## config.mk

```make
export PLATFORM = sky130hd
export DESIGN_NAME = seg_scan_alarm
export DESIGN_NICKNAME = d
export VERILOG_FILES = /design/src/rtl/seg_scan_alarm.sv
export SDC_FILE = /design/constraint.sdc
export NUM_CORES = 1
export LEC_CHECK = 0
export ABC_AREA = 1
export CAP_MARGIN = 20
export CORE_UTILIZATION = 25
export DETAILED_ROUTE_END_ITERATION = 8
export PLACE_DENSITY_LB_ADDON = 0.2
export SYNTH_ARGS = -nofsm -noshare
export SYNTH_HDL_FRONTEND = slang
export SYNTH_SLANG_ARGS = --single-unit
```

## constraint.sdc

```tcl
create_clock -name i_clk -period 5.5 [get_ports i_clk]
set_input_delay 1.1 -clock i_clk [delete_from_list [all_inputs] [get_ports i_clk]]
set_output_delay 1.1 -clock i_clk [all_outputs]
set_load 0.05 [all_outputs]
```

## src/rtl/seg_scan_alarm.sv

```systemverilog
// Six-digit multiplexed 7-segment scanner with a countdown-zero alarm.
// The display walks digits 0..5 one slot at a time; the alarm FSM arms while
// the timer runs, rings a square-wave buzzer when the digits reach zero, and
// leaves ringing on a user acknowledge edge or after a fixed number of toggles.
module seg_scan_alarm #(
  parameter int SCAN_DIV     = 50000,
  parameter int BEEP_DIV     = 25000,
  parameter int RING_TOGGLES = 2000
) (
  input  logic       i_clk,
  input  logic       i_rst,
  input  logic [3:0] i_d5,
  input  logic [3:0] i_d4,
  input  logic [3:0] i_d3,
  input  logic [3:0] i_d2,
  input  logic [3:0] i_d1,
  input  logic [3:0] i_d0,
  input  logic       i_run,
  input  logic       i_alarm_ack,
  output logic [6:0] o_seg,
  output logic [5:0] o_an,
  output logic       o_dp,
  output logic       o_buzzer,
  output logic       o_alarm_active
);
  localparam int PW = $clog2(SCAN_DIV);
  localparam int BW = $clog2(BEEP_DIV);
  localparam int TW = $clog2(RING_TOGGLES + 1);
  localparam logic [PW-1:0] PMAX = PW'(SCAN_DIV - 1);
  localparam logic [BW-1:0] BMAX = BW'(BEEP_DIV - 1);
  localparam logic [TW-1:0] TMAX = TW'(RING_TOGGLES);

  typedef enum logic [1:0] {S_IDLE, S_ARMED, S_RING} state_t;

  logic [PW-1:0] r_pre;
  logic [2:0]    r_idx;
  logic [6:0]    r_seg;
  logic [5:0]    r_an;
  logic          r_dp;
  logic          r_zero;
  logic          r_ack_q;
  logic [PW-1:0] r_dis;
  logic [BW-1:0] r_beep;
  logic [TW-1:0] r_tog;
  logic          r_buz;
  state_t        r_state;

  logic          w_wrap;
  logic [3:0]    w_digit;
  logic          w_ack_rise;
  logic          w_idle_cond;
  state_t        w_nxt;

  function automatic logic [6:0] f_dec(input logic [3:0] v);
    case (v)
      4'd0:    f_dec = 7'b1000000;
      4'd1:    f_dec = 7'b1111001;
      4'd2:    f_dec = 7'b0100100;
      4'd3:    f_dec = 7'b0110000;
      4'd4:    f_dec = 7'b0011001;
      4'd5:    f_dec = 7'b0010010;
      4'd6:    f_dec = 7'b0000010;
      4'd7:    f_dec = 7'b1111000;
      4'd8:    f_dec = 7'b0000000;
      4'd9:    f_dec = 7'b0010000;
      default: f_dec = 7'b1111111;
    endcase
  endfunction

  assign w_wrap      = (r_pre == PMAX);
  assign w_ack_rise  = i_alarm_ack & ~r_ack_q;
  assign w_idle_cond = ~i_run & ~r_zero;

  // Slot prescaler and digit index; the index moves on the prescaler wrap.
  always_ff @(posedge i_clk or posedge i_rst) begin
    if (i_rst) begin
      r_pre <= '0;
      r_idx <= 3'd0;
    end else begin
      r_pre <= w_wrap ? '0 : r_pre + 1'b1;
      if (w_wrap) r_idx <= (r_idx == 3'd5) ? 3'd0 : r_idx + 3'd1;
    end
  end

  // Select the digit currently being scanned.
  always_comb begin
    w_digit = i_d0;
    case (r_idx)
      3'd1:    w_digit = i_d1;
      3'd2:    w_digit = i_d2;
      3'd3:    w_digit = i_d3;
      3'd4:    w_digit = i_d4;
      3'd5:    w_digit = i_d5;
      default: w_digit = i_d0;
    endcase
  end

  // Registered display drive; digits are resampled every cycle so mid-slot
  // changes show up one cycle later.
  always_ff @(posedge i_clk or posedge i_rst) begin
    if (i_rst) begin
      r_an  <= 6'b111110;
      r_seg <= 7'b1111111;
      r_dp  <= 1'b1;
    end else begin
      r_an  <= ~(6'b000001 << r_idx);
      r_seg <= f_dec(w_digit);
      r_dp  <= ~((r_idx == 3'd2) || (r_idx == 3'd4));
    end
  end

  // Alarm next-state logic.
  always_comb begin
    w_nxt = r_state;
    case (r_state)
      S_IDLE:  if (i_run && !r_zero) w_nxt = S_ARMED;
      S_ARMED: begin
        if (r_zero)                          w_nxt = S_RING;
        else if (w_idle_cond && r_dis == PMAX) w_nxt = S_IDLE;
      end
      S_RING:  if (w_ack_rise || r_tog == TMAX) w_nxt = S_IDLE;
      default: w_nxt = S_IDLE;
    endcase
  end

  // State, zero flag, ack history and the pause/disarm timer.
  always_ff @(posedge i_clk or posedge i_rst) begin
    if (i_rst) begin
      r_state <= S_IDLE;
      r_zero  <= 1'b0;
      r_ack_q <= 1'b0;
      r_dis   <= '0;
    end else begin
      r_state <= w_nxt;
      r_zero  <= (i_d5 == 4'd0) && (i_d4 == 4'd0) && (i_d3 == 4'd0) &&
                 (i_d2 == 4'd0) && (i_d1 == 4'd0) && (i_d0 == 4'd0);
      r_ack_q <= i_alarm_ack;
      if (r_state == S_ARMED && w_idle_cond) r_dis <= r_dis + 1'b1;
      else                                   r_dis <= '0;
    end
  end

  // Buzzer generator: counters start fresh on entry, output drops on exit.
  always_ff @(posedge i_clk or posedge i_rst) begin
    if (i_rst) begin
      r_beep <= '0;
      r_tog  <= '0;
      r_buz  <= 1'b0;
    end else if (w_nxt != S_RING || r_state != S_RING) begin
      r_beep <= '0;
      r_tog  <= '0;
      r_buz  <= 1'b0;
    end else if (r_beep == BMAX) begin
      r_beep <= '0;
      r_buz  <= ~r_buz;
      r_tog  <= r_tog + 1'b1;
    end else begin
      r_beep <= r_beep + 1'b1;
    end
  end

  assign o_seg          = r_seg;
  assign o_an           = r_an;
  assign o_dp           = r_dp;
  assign o_buzzer       = r_buz;
  assign o_alarm_active = (r_state == S_RING);
endmodule

```

==> impl_results.md <==
* Slew Limit Fails at 0
* Post-CTS sizing at 0
* GR peak layer: met2
* Layout Skew at ~0.005 ns
* Mean Syn Cell Area at a little under 8 sq um
* Wirelength per Cell at around 11 um
* Die Y at approximately 130 um
* Yosys warnings at 0
* CP max-delay cell: clkdlybuf4s50_1
* Post-Syn Nets at 593
* Synthesized area at 4370 sq um
* Routed wire length at around 9.5 mm
* Core area at around 17000 sq um
* Post-CTS Setup Inserts at 0
* Worst hold slack at between 0.4 and 0.5 ns
* Int Pwr at 1.07 mW
* Post-CTS Hold Buffers at 0
* Final hold vios at 0
* Max-cap check violation count at 0
* Gate power share at around 6.3%
* Period utilization at 50.5%
* Die width at approximately 130 um
* First-pass GRT wire length at between 15 and 20 mm
* Met2 Use GR at a little under a fifth
* Final Cell Area at approximately 5400 sq um
* Die area at 18000 sq um
* Worst path max stage delay at around 0.80 ns
* RSZ-0062 raised after global routing: false
* Syn Inst Count at roughly 550
* Largest delay contributor family on the critical path: buffers and inverters
* Worst slew margin at ~45%
* Post-synth top area cell: dfrtp_1
* Port bufs at 43
* CP cell instances: clkdlybuf4s50_1
* CTS tree: done
* Final setup violating endpoints at 0
* Hpwl dp at between 7 and 8 mm
* Worst EP arrival at 1.68 ns
* Most common cell after layout, fill and taps aside: nand2_1
* CTS clk-pin slew, worst paths at 0.06 ns
* Clk pwr share at between 40% and 50%
* Slew @ Worst Pin at just over 0.8 ns
* Setup crit start: o_an[2]
* Sequential power share at about 44%
* CP required at 4.40 ns
* Drt initial violations at between 150 and 200
* Dpl cell area at 5030 sq um
* P_leak at roughly 2.3 nW
* Min Tclk post-route at roughly 2.8 ns
* Inserted Clock Buffers at 9
* Most frequent cells in the layout: nand2_1 (105), nor2_1 (88), inv_1 (82)
* Synthesized flop and latch total at 80
* DRT antenna net count at 0
* Top cell type's share of synthesized area at between 30% and 40%
* Sw Ratio at 21.4%
* Clock Latency Late Sink at between 0.3 and 0.4 ns
* H-tree levels at 3
* Total congestion overflow at 0
* Final nets at between 600 and 700
* Met3 Use GR at 3.44%
* CP bufs+invs at 1
* Vias post-DR at roughly 3600
* Fin Setup TNS at 0 ns
* Vias in the first global route at approximately 3600
* Rows at 47
* Pin count of the biggest net entering global routing at 48
* Hold wc startpoint: r_pre[0]
* Clk sink count at 80
* Outcome: complete, no violations
* # diodes at 0
* Worst hold path type: flop to flop
* Met1 Usage GRT at ~15%
* NetSw at 290 uW
* GPL Wtd Cong at roughly 0.8
* Crit Path Class: flop to output pin
* Vias per cell at about 4.3
* Pre-antenna DRT Iters at 4
* Layout area overhead at 22.9%
* Pwr dens at about 250 nW/um^2
* Sequential share of the synthesized area at 46.2%
* Critical Path Sink Type: output pin
* # IOs at 44
* Max VDD drop at around 0.00015 V
* Layout cells sized above 1 at under 10%
* CTS Buffer Depth at 2
* Initial antenna violation count at 0
* Library cells used by synthesis at 37
* Main area contributors after synthesis: dfrtp_1 (38%), nand2_1 (9.0%), dfstp_2 (7.8%), nor2_1 (7.6%), inv_1 (7.1%)
* Crit Reg-Reg Startpoint: r_idx[2]
* Fmax at around 360 MHz
* GRT Total Usage at about an eighth
* Root buffer cell: clkbuf_16
* Starting density of the core at about a quarter
* Post-route DRC at 0
* Startpoint types: flop
* Crit-path max FO at 1
==> power groups by stage <==
stage	logic [mW]	registers [mW]	clock network, mW
6_report	0.0850	0.601	0.671
5_1_grt	0.0946	0.602	0.723
4_1_cts	0.0872	0.601	0.697
3_5_place_dp	0.0869	0.612	0
3_3_place_gp	0.0863	0.612	0
2_1_floorplan	0.0290	0.629	0
==> registers in the layout, indices dropped and copies added, names as in the netlist <==
signal	count
o_an	6
o_buzzer	1
o_dp	1
o_seg	7
r_ack_q	1
r_beep	15
r_dis	16
r_idx	3
r_pre	16
r_state	2
r_tog	11
r_zero	1
==> cells in the mapped netlist, drive strengths merged <==
| master | number |
|---|---|
| nand2 | 112 |
| nor2 | 90 |
| inv | 89 |
| dfrtp | 67 |
| nand3 | 40 |
| nor3 | 25 |
| nand4 | 22 |
| o21ai | 22 |
| xor2 | 21 |
| dfstp | 13 |
| ha | 11 |
| a21oi | 9 |
| nor4 | 8 |
| buf | 7 |
| nor3b | 4 |
| xnor2 | 4 |
| a31oi | 3 |
| or2 | 2 |
| and2 | 1 |
| nand3b | 1 |
| o21a | 1 |
| o22ai | 1 |
| o31ai | 1 |
==> per-layer routing <==
layer  vias to the layer above  share of wire (%)
met1                      1657                 48
li1                       1870                  -
met4                         0                1.7
met5                         -                  0
met2                        52                 46
met3                        14                4.4
==> final timing paths <==
path                                  to  slack (ns)  cells past startpoint
worst max-delay path             o_an[2]        2.72                      1
worst min-delay path            r_pre[0]        0.46                      1
worst max register to register  o_seg[5]        3.15                     12
worst min register to register  r_pre[0]        0.46                      1
max in group asynchronous       r_tog[3]        3.33                      3
min in group asynchronous       r_pre[1]        1.22                      2
==> cell type report <==
| class | instances | area [sq um] |
|---|---|---|
| clock buffers | 12 | 267 |
| clock inverters | 4 | 75.1 |
| fillers | 1816 | 11400 |
| inverters | 89 | 338 |
| multi-input cells | 378 | 1960 |
| flip-flops and latches | 80 | 2020 |
| well taps | 220 | 275 |
| repair buffers | 44 | 438 |
==> through the flow <==
| stage | instances | power [mW] | setup WS, ns | util (%) |
|---|---|---|---|---|
| finish | 827 | 1.36 | 2.72 | 31.9 |
| global route | 827 | 1.42 | 2.62 | 31.9 |
| CTS | 827 | 1.39 | 2.69 | 31.9 |
| detailed placement | 811 | 0.699 | 2.65 | 29.9 |
| global placement | 811 | 0.698 | 2.71 | 29.9 |
| floorplan | 554 | 0.658 | 2.37 | - |
==> cell families (layout without fill, tap and decap cells) <==
kind of cell / count (synthesis) / in the layout / synth area share, %
AO/OA/AOI/OAI: 37 / 37 / 4.95
XOR/XNOR: 25 / 25 / 5.01
adder cells (fa/ha/maj): 11 / 11 / 3.15
buffers and inverters: 96 / 149 / 8.98
flip-flops: 80 / 80 / 46.2
AND/OR/NAND/NOR: 305 / 305 / 31.8
(Power assumes the default switching activity.)
